--- config.mk ---
export PLATFORM = sky130hd
export DESIGN_NAME = alu_seq
export DESIGN_NICKNAME = d
export VERILOG_FILES = /design/src/rtl/alu_seq.sv
export SDC_FILE = /design/constraint.sdc
export NUM_CORES = 1
export LEC_CHECK = 0
export CAP_MARGIN = 25
export CELL_PAD_IN_SITES_DETAIL_PLACEMENT = 0
export CELL_PAD_IN_SITES_GLOBAL_PLACEMENT = 1
export CORE_ASPECT_RATIO = 1.75
export CORE_MARGIN = 2
export CORE_UTILIZATION = 40
export DETAILED_ROUTE_END_ITERATION = 12
export GPL_TIMING_DRIVEN = 1
export PLACE_DENSITY = 0.95
export SETUP_SLACK_MARGIN = 0.5
export SLEW_MARGIN = 10
export SYNTH_ARGS = -nofsm -noshare
export SYNTH_HDL_FRONTEND = slang
export SYNTH_SLANG_ARGS = --single-unit
--- constraint.sdc ---
create_clock -name clk -period 3.97 [get_ports clk]
set_input_delay 0.794 -clock clk [delete_from_list [all_inputs] [get_ports clk]]
set_output_delay 0.794 -clock clk [all_outputs]
set_load 0.005 [all_outputs]
--- src/rtl/alu_seq.sv ---
// Multi-word ALU sequencer: drives an N-bit ALU one word per cycle (LSW first) for M*N-bit ADD/SUB/AND/OR.
// Optional signed-overflow output enabled by defining ALU_SEQ_OVF_EN.
module alu_seq #(
  parameter int N    = 8,
  parameter int M    = 4,
  parameter int AC_N = 4,
  parameter logic [AC_N-1:0] AC_AN  = AC_N'(0),
  parameter logic [AC_N-1:0] AC_OR  = AC_N'(1),
  parameter logic [AC_N-1:0] AC_AD  = AC_N'(2),
  parameter logic [AC_N-1:0] AC_ADX = AC_N'(3),
  parameter logic [AC_N-1:0] AC_SB  = AC_N'(4),
  parameter logic [AC_N-1:0] AC_SBX = AC_N'(5)
) (
  input  logic            clk,
  input  logic            rst,
  input  logic            start,
  input  logic [1:0]      op,
  input  logic [M*N-1:0]  opnd_a,
  input  logic [M*N-1:0]  opnd_b,
  output logic            ready,
  output logic            done,
  output logic [M*N-1:0]  result,
  output logic            carry,
  output logic            zero,
`ifdef ALU_SEQ_OVF_EN
  output logic            ovf,
`endif
  output logic [AC_N-1:0] alu_cs,
  output logic [N-1:0]    alu_a,
  output logic [N-1:0]    alu_b,
  output logic            alu_cin,
  input  logic [N-1:0]    alu_s,
  input  logic            alu_cout
);

  localparam int IW = (M > 1) ? $clog2(M) : 1;
  localparam logic [IW-1:0] LAST_IDX = IW'(M - 1);

  typedef enum logic [1:0] {S_IDLE, S_RUN, S_DONE} state_e;
  typedef enum logic [1:0] {OP_ADD = 2'd0, OP_SUB = 2'd1, OP_AND = 2'd2, OP_OR = 2'd3} op_e;

  state_e          state, state_nxt;
  op_e             op_q;
  logic [M*N-1:0]  a_q, b_q;
  logic [M*N-1:0]  result_nxt;
  logic [IW-1:0]   idx;
  logic            chain_q;
  logic            last_word;
  logic            arith;

`ifdef ALU_SEQ_OVF_EN
  function automatic logic ovf_calc(input op_e o, input logic a_msb, input logic b_msb,
                                    input logic r_msb);
    case (o)
      OP_ADD:  return (a_msb == b_msb) && (r_msb != a_msb);
      OP_SUB:  return (a_msb != b_msb) && (r_msb != a_msb);
      default: return 1'b0;
    endcase
  endfunction
`endif

  assign last_word = (idx == LAST_IDX);
  assign arith     = (op_q == OP_ADD) || (op_q == OP_SUB);
  assign ready     = (state == S_IDLE);
  assign done      = (state == S_DONE);

  always_ff @(posedge clk) begin
    if (rst) state <= S_IDLE;
    else     state <= state_nxt;
  end

  // ALU borrow is an inverted carry, so SUB feeds ~borrow back as carry-in.
  always_comb begin
    state_nxt = state;
    alu_cs    = AC_AN;
    alu_a     = '0;
    alu_b     = '0;
    alu_cin   = 1'b0;
    case (state)
      S_IDLE: if (start) state_nxt = S_RUN;
      S_RUN: begin
        alu_a = a_q[idx*N +: N];
        alu_b = b_q[idx*N +: N];
        case (op_q)
          OP_ADD: begin
            if (idx == '0) alu_cs = AC_ADX;
            else begin
              alu_cs  = AC_AD;
              alu_cin = chain_q;
            end
          end
          OP_SUB: begin
            if (idx == '0) alu_cs = AC_SBX;
            else begin
              alu_cs  = AC_SB;
              alu_cin = ~chain_q;
            end
          end
          OP_AND:  alu_cs = AC_AN;
          default: alu_cs = AC_OR;
        endcase
        if (last_word) state_nxt = S_DONE;
      end
      S_DONE:  state_nxt = S_IDLE;
      default: state_nxt = S_IDLE;
    endcase
  end

  always_comb begin
    result_nxt                = result;
    result_nxt[idx*N +: N]    = alu_s;
  end

  // Accept stage: operands are only latched, never reset.
  always_ff @(posedge clk) begin
    if (state == S_IDLE && start) begin
      op_q <= op_e'(op);
      a_q  <= opnd_a;
      b_q  <= opnd_b;
    end
  end

  // Run stage: one word captured per cycle; flags settle on the MSW.
  always_ff @(posedge clk) begin
    if (rst) begin
      idx     <= '0;
      chain_q <= 1'b0;
      result  <= '0;
      carry   <= 1'b0;
      zero    <= 1'b0;
`ifdef ALU_SEQ_OVF_EN
      ovf     <= 1'b0;
`endif
    end else begin
      case (state)
        S_IDLE: begin
          if (start) begin
            idx     <= '0;
            chain_q <= 1'b0;
          end
        end
        S_RUN: begin
          result  <= result_nxt;
          chain_q <= alu_cout;
          idx     <= idx + IW'(1);
          if (last_word) begin
            carry <= arith & alu_cout;
            zero  <= ~|result_nxt;
`ifdef ALU_SEQ_OVF_EN
            ovf   <= ovf_calc(op_q, a_q[M*N-1], b_q[M*N-1], alu_s[N-1]);
`endif
          end
        end
        default: ;
      endcase
    end
  end

endmodule

==> out/results.txt <==
Status - finished clean
Via count - 3025
Final Max Slew Viols - 0
Remaining antenna violation count - 0
Biggest area consumer among synthesized cells - edfxtp_1
Final std cells w/o fill - 569
Leakage - 2.038 nW
Peak supply drop - 372.6 uV
Port Buf Inserts - 133
Global-route wire length before repair - 15.44 mm
CP max stage cell - dfxtp_4
Vias in the first global route - 3091
Finished Cell Area - 0.006011 sq mm
Slew headroom - 52.16%
Die W - 82.10 microns
WL met3 - 503 microns
Startpoint type of the worst setup path - flop
GRT Total Usage - 17.89%
Crit path max fanout - 22
Post-Syn Nets - 388
Cell area after synthesis - 0.004269 sq mm
Placed Area - 0.005715 sq mm
DRC - 0
Worst path cell trace - inv_2 > ha_1 > nor4_1 > clkdlybuf4s50_1
Final Cycle Share - 76.43%
Fraction of registers with async set/reset - 0%
Netlist cell types - 43
DRT met1 WL - 3.639 mm
RSZ-0062 raised after global routing - false
ANT cells - 0
Dpl cells - 553
Cts bufs inserted - 9
Hold WS - 0.4951 ns
Layout cells sized above 1 - 11.76%
Flops & latches, synth - 105
Synth Warn # - 0
Critical path type - reg2out
Worst-path clk slew - 0.07 ns
Root Driver - clkbuf_16
Top Ports - 135
TritonRoute pass-1 iters - 4
Worst EP required - 3.18 ns
PD cells - 396.2 mW/mm^2
Clock Sink Count - 105
DR WL/cell - 17.41 microns
Drt initial violations - 98
Post-synthesis sequential area ratio - 64.71%
Routed wl met2 - 5.396 mm
Largest net degree at the start of global routing - 55
Post-Route WL - 9.908 mm
CP max stage delay - 0.62 ns
Row count - 49
Hold/Removal Path Class - reg2reg
Gpl congestion - 0.7665
Max cap viols - 0
Hpwl dp - 7.472 mm
Final #Nets - 521
Crit path DAT - 2.24 ns
Critical Path End Type - primary output
Antenna violations before repair - 0
Starting Density - 41.20%
Fin Setup TNS - 0 ns
Die Ht - 140.7 microns
Clk_lat worst skew - 0.34 ns
Top cell type's share of synthesized area - 46.42%
Slew @ Worst Pin - 0.7153 ns
Final Hold Viols - 0
Die Footprint - 0.01155 sq mm
Top layer in use - met4
Area growth syn-to-layout - 40.80%
Fmax - 0.3296 GHz
Post-Syn Area per Cell - 14.04 sq um
Final setup vio count - 0
Skew final - 0.007607 ns
Post-synth EDFFs - 66
Core area - 0.01036 sq mm
Fin crit period - 3.034 ns
Gate Count Post-Synth - 304
Max clock buf depth - 2
Synth top area cells - edfxtp_1, dfxtp_1, mux4_2, a22oi_1, nor2_1
Gr ovfl total - 0
H-tree depth - 3
CTS tree - done
Most used flip-flop cell after synthesis - edfxtp_1
Via/cell ratio - 5.316
==> cell type report <==
class	count	area, sq um
Fill cell	857	4350
Timing Repair Buffer	138	1381
Sequential cell	105	2766
Tap cell	127	158.9
Clock buffer	9	225.2
Multi-Input combinational cell	180	1400
Clock inverter	7	67.56
Inverter	3	11.26
==> flip-flops by register name, indices dropped and copies added (netlist names) <==
name	flops
b_q	32
state	2
result	32
chain_q	1
op_q	2
zero	1
idx	2
carry	1
a_q	32
==> cells in the final DEF, fill, tap and decap left out, types with 2 or more instances in the layout <==
cell type	netlist	routed
a22oi_1	30	30
nor3b_1	4	4
ha_1	6	6
mux4_2	16	16
inv_2	1	2
nor3_2	2	2
nor2_1	40	40
buf_4	2	4
edfxtp_1	66	66
a21oi_1	10	10
nor3_1	3	3
dfxtp_1	39	38
nand2b_1	2	2
nor2b_1	3	2
nand3_1	4	4
clkbuf_16	0	9
mux2i_1	2	2
clkdlybuf4s50_1	0	133
and2_1	16	16
nor4_1	9	9
inv_8	0	4
nor4_2	2	2
nand2_1	12	12
o31ai_1	2	2
==> final timing paths <==
check | from | cells past startpoint | endpoint | slack, ns
min | chain_q$_SDFFE_PP0P_ | 2 | chain_q$_SDFFE_PP0P_ | 0.50
max | idx[0]$_SDFFE_PP0P_ | 4 | alu_cin | 0.94
max reg2reg | idx[0]$_SDFFE_PP0P_ | 6 | result[13]$_SDFFE_PP0P_ | 1.42
min reg2reg | chain_q$_SDFFE_PP0P_ | 2 | chain_q$_SDFFE_PP0P_ | 0.50
==> through the flow <==
| step | power [W] | util, % | setup slack, ns |
|---|---|---|---|
| floorplan | 0.001392 | - | 1.367 |
| global placement | 0.001540 | 55.16 | 0.9604 |
| detailed placement | 0.001549 | 55.16 | 1.017 |
| CTS | 0.002405 | 57.99 | 0.6215 |
| global route | 0.002472 | 58.01 | 0.7829 |
| finish | 0.002381 | 58.01 | 0.9356 |
==> per-layer routing <==
| layer | track usage [%] | vias up |
|---|---|---|
| met5 | 0 | - |
| met4 | 8.509 | 0 |
| met3 | 3.905 | 25 |
| met2 | 30.94 | 121 |
| met1 | 20.40 | 1462 |
| li1 | - | 1417 |
==> report_power, final <==
part,total (W),leakage [nW],internal [W],switching (W)
clock,0.000861,0.148,0.000446,0.000415
combinational,0.000276,0.942,0.000163,0.000113
sequential,0.00124,0.948,0.00122,0.0000267
==> critical path, delay by kind of cell (launching register included) <==
kind	cells	cell delay, ns
flip-flops	1	0.62
adder cells (fa/ha/maj)	1	0.29
buffers and inverters	2	0.70
AND/OR/NAND/NOR	1	0.30
==> Yosys cell counts (2+ instances only) <==
master    count
o31ai_1       2
nand3_1       4
and2_1       16
nor3b_1       4
dfxtp_1      39
inv_1         2
edfxtp_1     66
buf_2         4
ha_1          6
nor4_2        2
nand2_1      12
nor2b_1       3
nor4_1        9
a22oi_1      30
mux4_2       16
a21oi_1      10
nor3_1        3
buf_6         2
nor3_2        2
clkbuf_1      7
nand2b_1      2
buf_4         2
mux2i_1       2
nor2_1       40
==> cells by family (layout without fill, tap and decap cells) <==
logic type	count (synthesis)	in the layout	synth area share, %
other cells	1	1	0.08784
xor+xnor	1	1	0.2052
simple gates	106	106	13.34
buf+inv	19	157	2.550
mux	19	19	9.174
fa+ha+maj	6	6	1.758
flops	105	105	64.71
compound gates	47	47	8.177
==> what timing repair did <==
action,in CTS,in global routing
hold buffers,0,0
resized for setup,0,1
setup endpoints to repair,0,1
setup buffers,0,0
No activity file was read; power rests on OpenSTA's default activity.
